`config.mk`:
```
export PLATFORM = sky130hd
export DESIGN_NAME = ultrasonic_scheduler
export DESIGN_NICKNAME = d
export VERILOG_FILES = /design/src/rtl/follower_pkg.sv /design/src/rtl/us_tick_gen.sv /design/src/rtl/ultrasonic_scheduler.sv
export SDC_FILE = /design/constraint.sdc
export NUM_CORES = 1
export LEC_CHECK = 0
export BUFFER_PORTS_ARGS = -buffer_cell sky130_fd_sc_hd__buf_2
export CAP_MARGIN = 20
export CORE_MARGIN = 10
export CORE_UTILIZATION = 35
export CTS_BUF_LIST = sky130_fd_sc_hd__clkbuf_16
export DETAILED_ROUTE_END_ITERATION = 10
export PLACE_DENSITY = 0.66
export SETUP_SLACK_MARGIN = 0.5
export SYNTH_ARGS = -nofsm -noshare
export SYNTH_HDL_FRONTEND = slang
export SYNTH_SLANG_ARGS = --single-unit
export TNS_END_PERCENT = 10
```
`constraint.sdc`:
```
create_clock -name PCLK -period 4 [get_ports PCLK]
set_clock_uncertainty 0.05 [all_clocks]
set_input_delay 0.6 -clock PCLK [delete_from_list [all_inputs] [get_ports PCLK]]
set_output_delay 0.6 -clock PCLK [all_outputs]
set_load 0.005 [all_outputs]
```
`src/rtl/follower_pkg.sv`:
```
// Shared definitions for the three-channel ultrasonic ranging scheduler:
// controller states, channel count and default timing.
package follower_pkg;

    localparam int NUM_CH           = 3;
    localparam int DEF_TICKS_PER_US = 100;
    localparam int DEF_TRIG_US      = 10;
    localparam int DEF_TIMEOUT_US   = 30000;
    localparam int DEF_SLOT_US      = 60000;

    localparam logic [15:0] NO_ECHO = 16'hFFFF;

    typedef enum logic [2:0] {
        ST_IDLE,
        ST_TRIG,
        ST_WAIT_RISE,
        ST_MEASURE,
        ST_GAP
    } state_t;

    function automatic logic [NUM_CH-1:0] ch_onehot(input logic [1:0] ch);
        logic [NUM_CH-1:0] oh;
        oh = '0;
        for (int i = 0; i < NUM_CH; i++) begin
            if (ch == 2'(i)) oh[i] = 1'b1;
        end
        return oh;
    endfunction

    // Round-robin successor; the last channel wraps back to channel 0.
    function automatic logic [1:0] ch_next(input logic [1:0] ch);
        return (ch == 2'(NUM_CH - 1)) ? 2'd0 : ch + 2'd1;
    endfunction

endpackage

```
`src/rtl/us_tick_gen.sv`:
```
// Microsecond strobe: one-cycle tick every TICKS_PER_US clocks, held at phase 0 while clear is high.
module us_tick_gen #(
    parameter int TICKS_PER_US = 100
) (
    input  logic PCLK,
    input  logic RESET,
    input  logic clear,
    output logic tick
);

    localparam int CW = (TICKS_PER_US > 1) ? $clog2(TICKS_PER_US) : 1;
    localparam logic [CW-1:0] LAST = CW'(TICKS_PER_US - 1);

    logic [CW-1:0] cnt;

    // tick is not gated by clear: the controller uses it to decide when to clear.
    assign tick = (cnt == LAST);

    always_ff @(posedge PCLK or posedge RESET) begin
        if (RESET) begin
            cnt <= '0;
        end else if (clear || tick) begin
            cnt <= '0;
        end else begin
            cnt <= cnt + 1'b1;
        end
    end

endmodule

```
`src/rtl/ultrasonic_scheduler.sv`:
```
// Round-robin scheduler for three ultrasonic rangers: fires one trigger per slot,
// times the echo pulse of the selected channel and keeps the latest width per channel.
module ultrasonic_scheduler
    import follower_pkg::*;
#(
    parameter int TICKS_PER_US = DEF_TICKS_PER_US,
    parameter int TRIG_US      = DEF_TRIG_US,
    parameter int TIMEOUT_US   = DEF_TIMEOUT_US,
    parameter int SLOT_US      = DEF_SLOT_US
) (
    input  logic                   PCLK,
    input  logic                   RESET,
    input  logic                   enable,
    input  logic [NUM_CH-1:0]      echo,
    output logic [NUM_CH-1:0]      trig,
    output logic                   meas_valid,
    output logic [1:0]             meas_ch,
    output logic [15:0]            meas_us,
    output logic [16*NUM_CH-1:0]   dist_us
);

    // Microsecond counts measured from the trigger rise (slot_us == 0 during the first microsecond).
    localparam logic [31:0] TRIG_LAST    = 32'(TRIG_US - 1);
    localparam logic [31:0] TIMEOUT_LAST = 32'(TRIG_US + TIMEOUT_US - 1);
    localparam logic [31:0] SLOT_LAST    = 32'(SLOT_US - 1);

    state_t state, state_next;

    logic [NUM_CH-1:0] sync1, sync2;
    logic              echo_sel, echo_prev, echo_rise, echo_fall;
    logic              tick, tick_clear, enter_trig, timeout;
    logic [31:0]       slot_us;
    logic [15:0]       width_cnt;
    logic [1:0]        ch_nxt;
    logic              latch_en;
    logic [15:0]       latch_val;

    us_tick_gen #(.TICKS_PER_US(TICKS_PER_US)) u_tick (
        .PCLK  (PCLK),
        .RESET (RESET),
        .clear (tick_clear),
        .tick  (tick)
    );

    always_comb begin
        echo_sel = 1'b0;
        for (int i = 0; i < NUM_CH; i++) begin
            if (meas_ch == 2'(i)) echo_sel = sync2[i];
        end
    end

    // echo_prev tracks the selected line continuously, so an echo already high
    // when WAIT_RISE is entered never looks like a rising edge.
    assign echo_rise = echo_sel & ~echo_prev;
    assign echo_fall = ~echo_sel & echo_prev;
    assign timeout   = tick && (slot_us == TIMEOUT_LAST);

    always_comb begin
        state_next = state;
        ch_nxt     = meas_ch;
        latch_en   = 1'b0;
        latch_val  = NO_ECHO;
        case (state)
            ST_IDLE: begin
                if (enable) state_next = ST_TRIG;
            end
            ST_TRIG: begin
                if (tick && (slot_us == TRIG_LAST)) state_next = ST_WAIT_RISE;
            end
            ST_WAIT_RISE: begin
                if (timeout) begin
                    latch_en   = 1'b1;
                    state_next = ST_GAP;
                end else if (echo_rise) begin
                    state_next = ST_MEASURE;
                end
            end
            ST_MEASURE: begin
                // A falling edge coinciding with the timeout still reports the width.
                if (echo_fall) begin
                    latch_en   = 1'b1;
                    latch_val  = width_cnt;
                    state_next = ST_GAP;
                end else if (timeout) begin
                    latch_en   = 1'b1;
                    state_next = ST_GAP;
                end
            end
            ST_GAP: begin
                if (tick && (slot_us == SLOT_LAST)) begin
                    ch_nxt     = ch_next(meas_ch);
                    state_next = enable ? ST_TRIG : ST_IDLE;
                end
            end
            default: state_next = ST_IDLE;
        endcase
    end

    assign enter_trig = (state_next == ST_TRIG) && (state != ST_TRIG);
    assign tick_clear = (state == ST_IDLE) || enter_trig;

    always_ff @(posedge PCLK or posedge RESET) begin
        if (RESET) begin
            state     <= ST_IDLE;
            sync1     <= '0;
            sync2     <= '0;
            echo_prev <= 1'b0;
            slot_us   <= '0;
            width_cnt <= '0;
        end else begin
            state     <= state_next;
            sync1     <= echo;
            sync2     <= sync1;
            echo_prev <= echo_sel;
            if (enter_trig) begin
                slot_us <= '0;
            end else if (tick) begin
                slot_us <= slot_us + 32'd1;
            end
            if ((state == ST_WAIT_RISE) && (state_next == ST_MEASURE)) begin
                width_cnt <= '0;
            end else if ((state == ST_MEASURE) && tick && (width_cnt != NO_ECHO)) begin
                width_cnt <= width_cnt + 16'd1;
            end
        end
    end

    // Outputs are registered from the next-state decode; the async reset drops trig immediately.
    always_ff @(posedge PCLK or posedge RESET) begin
        if (RESET) begin
            trig       <= '0;
            meas_valid <= 1'b0;
            meas_ch    <= 2'd0;
            meas_us    <= NO_ECHO;
            dist_us    <= {NUM_CH{NO_ECHO}};
        end else begin
            trig       <= (state_next == ST_TRIG) ? ch_onehot(ch_nxt) : '0;
            meas_valid <= latch_en;
            meas_ch    <= ch_nxt;
            if (latch_en) begin
                meas_us <= latch_val;
                for (int i = 0; i < NUM_CH; i++) begin
                    if (meas_ch == 2'(i)) dist_us[16*i +: 16] <= latch_val;
                end
            end
        end
    end

endmodule
```
==> flow_summary.yaml <==
clocking:
  hold_buffers: 0
  clkLatencyLatePin_ns: 0.42
  cts_buffers: 17
  cts_tree: "built"
  cts-root-buf: "clkbuf_16"
  cts_sinks: 135
  cts_max_level: 4
  clockBufferDepth: 2
  postCtsSetupRepairBufs: 0
  clk_pin_slew_ns: 0.06
  cts.repair.resized: 0
floorplanning:
  placementRows: 48
  dieArea_um2: 23400
  design.core.area_um2: 17300
  ios: 76
  die_w_um: 153
  die_height_um: 153
  start_util: 0.358
sta:
  rsz0062_at_grt: "no"
  relSlewSlack: 0.451
  tns_ns: 0
  fin_crit_ns: 3.16
  max_freq_ghz: 0.316
  setup_viol: 0
  tightest_slew_ns: 0.817
  period_share: 0.791
  timing.final.ws_setup_ns: 0.836
  hold_violations: 0
  slew_viol_final: 0
run:
  cap_violations: 0
synth:
  synth_area_um2: 6190
  yosysSeqAreaShare: 0.559
  postSynthNetCount: 543
  synth_edf_count: 0
  avgSynthCellArea_um2: 11.6
  async_flop_share: 1.00
  yosys_warnings: 0
  synth_flop_cell: "dfrtp_1"
  ys_ff_latch: 135
  syn_inst: 533
  synth.distinct_cells: 53
pwr:
  peakVddDrop_mv: 0.378
  intPower_w: 0.00235
  pwr-share-comb: 0.059
  power.switching_w: 0.000780
  p_leak_nw: 3.19
  power_w: 0.00313
  p_clk_frac: 0.457
  p_seq_frac: 0.484
  switching_share: 0.249
  power.density_nw_per_um2: 430
global_routing:
  grt_use_total: 0.118
  grt_pass1_vias: 4410
  grt_antenna_before_repair: 0
  grt_overflow: 0
  grt_pass1_wl_um: 22900
  grt_max_degree: 105
place:
  dp_hpwl_um: 9560
  place_ws_ns: 0.836
  port_buffers: 75
  gp_congestion: 0.809
  dp_cells: 813
critical_path:
  worstSetupEndpointType: "flop"
  startpoint_type: "flop"
  critPathKind: "reg -> reg"
  critPathRequiredTime_ns: 4.30
  crit_fanout: 16
  arrival_ns: 3.46
cells_and_area:
  final_cells: 845
  drive_gt1_frac: 0.395
  fin_nets: 617
  final_util: 0.421
  n_antenna_cell: 0
  num-fill-cells: 1627
  syn_to_final_growth_pct: 17.6
drt:
  wirelength_um: 13700
  first_pass_iters: 4
  detail-route-antenna-nets: 0
  drt-met1-wl_um: 5930
  dr.first_iter.drc_count: 381
  dr_wl_met3_um: 738
  post_drt_wl_per_cell_um: 16.2
  highest_layer: "met4"
  num_vias: 4192
  drc: 0
  wl_met2_um: 6970
  viasPerCell: 4.96
min_path:
  hp-class: "in -> reg"
outcome:
  outcome: "finished clean"
-- cells by family after synthesis --
kind of cell	share of synthesized area
fa+ha+maj	0.00970
mux	0.0950
xor+xnor	0.0736
compound gates	0.0683
buf+inv	0.0323
simple gates	0.162
flops	0.559
-- critical path, cell delays in order, from the launching register on --
cell,delay (ns)
dfrtp_1,0.37
ha_1,0.23
nor2b_1,0.34
nand3_1,0.15
or3_4,0.43
o31ai_4,0.35
and3b_1,0.75
mux2_2,0.42
-- final timing paths --
| check | from | to | slack, ns | depth (start not counted) |
|---|---|---|---|---|
| max reg2reg | u_tick.cnt[0] | dist_us[44] | 0.84 | 7 |
| max in group asynchronous | RESET | slot_us[29] | 2.70 | 3 |
| max | u_tick.cnt[0] | dist_us[44] | 0.84 | 7 |
| min | echo[0] | sync1[0] | 0.24 | 1 |
| min reg2reg | sync1[1] | sync2[1] | 0.30 | 0 |
| min in group asynchronous | RESET | dist_us[0] | 0.58 | 2 |
-- cells in the final DEF, fill, tap and decap left out, drive strengths merged, types with 2 or more instances in the layout --
| cell | Yosys | layout |
|---|---|---|
| o21a | 18 | 18 |
| or3 | 5 | 5 |
| o31ai | 2 | 2 |
| clkinv | 0 | 8 |
| inv | 11 | 14 |
| nand3b | 4 | 4 |
| xor2 | 17 | 17 |
| nand2b | 6 | 6 |
| nor2b | 4 | 4 |
| clkinvlp | 0 | 3 |
| a21oi | 35 | 35 |
| and3 | 5 | 5 |
| nand2 | 31 | 31 |
| xnor2 | 35 | 35 |
| or2 | 15 | 15 |
| and4 | 4 | 4 |
| nor3 | 9 | 9 |
| clkbuf | 5 | 18 |
| nand4 | 16 | 16 |
| nor2 | 58 | 58 |
| o21ai | 4 | 4 |
| buf | 18 | 78 |
| nand3 | 20 | 20 |
| dfstp | 64 | 64 |
| mux2 | 48 | 48 |
| nor4 | 7 | 7 |
| dfrtp | 71 | 71 |
| and3b | 2 | 2 |
| ha | 4 | 4 |
-- power groups by stage --
stage                     registers (W)  logic (W)  clock network [W]
after global routing            0.00152   0.000211            0.00154
after global placement          0.00153   0.000177                  0
after CTS                       0.00151   0.000189            0.00147
after detailed placement        0.00153   0.000188                  0
after floorplan                 0.00151   0.000148                  0
final                           0.00151   0.000185            0.00143
-- cells in the mapped netlist (4+ instances only) --
cell	n	share of area
a21oi_1	32	0.026
and3_1	5	0.0051
and4_1	4	0.0057
buf_2	7	0.0057
buf_6	7	0.013
clkbuf_1	5	0.0030
dfrtp_1	71	0.29
dfstp_2	64	0.27
ha_1	4	0.0081
inv_1	11	0.0067
mux2_2	38	0.069
mux2_4	10	0.024
nand2_1	30	0.018
nand2b_1	6	0.0061
nand3_1	20	0.016
nand3b_1	4	0.0049
nand4_1	16	0.016
nor2_1	58	0.035
nor2b_1	4	0.0040
nor3_1	9	0.0073
nor4_1	6	0.0061
o21a_1	18	0.022
or2_2	14	0.014
or3_1	4	0.0040
xnor2_1	35	0.050
xor2_1	17	0.024
-- sequential cells by signal, indices dropped and copies added, names as in the netlist --
name and flops:
dist_us 48, slot_us 32, meas_us 16, width_cnt 16
u_tick.cnt 7, state 3, sync1 3, sync2 3
trig 3, meas_ch 2, echo_prev 1, meas_valid 1
-- layer usage --
metal | up-vias | global-route usage
met5 | - | 0
met3 | 16 | 0.0382
met1 | 2083 | 0.136
li1 | 1999 | -
met2 | 94 | 0.201
met4 | 0 | 0.0422
-- cell type report --
cell class	instances	area, um2	area share
clock inverters	14	100	0.0138
flip-flops and latches	135	3460	0.475
multi-input cells	364	2530	0.348
clock buffers	18	450	0.0619
repair buffers	78	410	0.0564
inverters	11	45.0	0.00619
well taps	225	282	0.0387
-- stage by stage --
step                cell area [um2]  hold WS, ns
CTS                            7280        0.224
global placement               6730        0.293
global route                   7280        0.223
floorplan                      6190        0.281
detailed placement             6730        0.289
finish                         7280        0.239
Note: power is estimated with default switching activity, not from simulation.
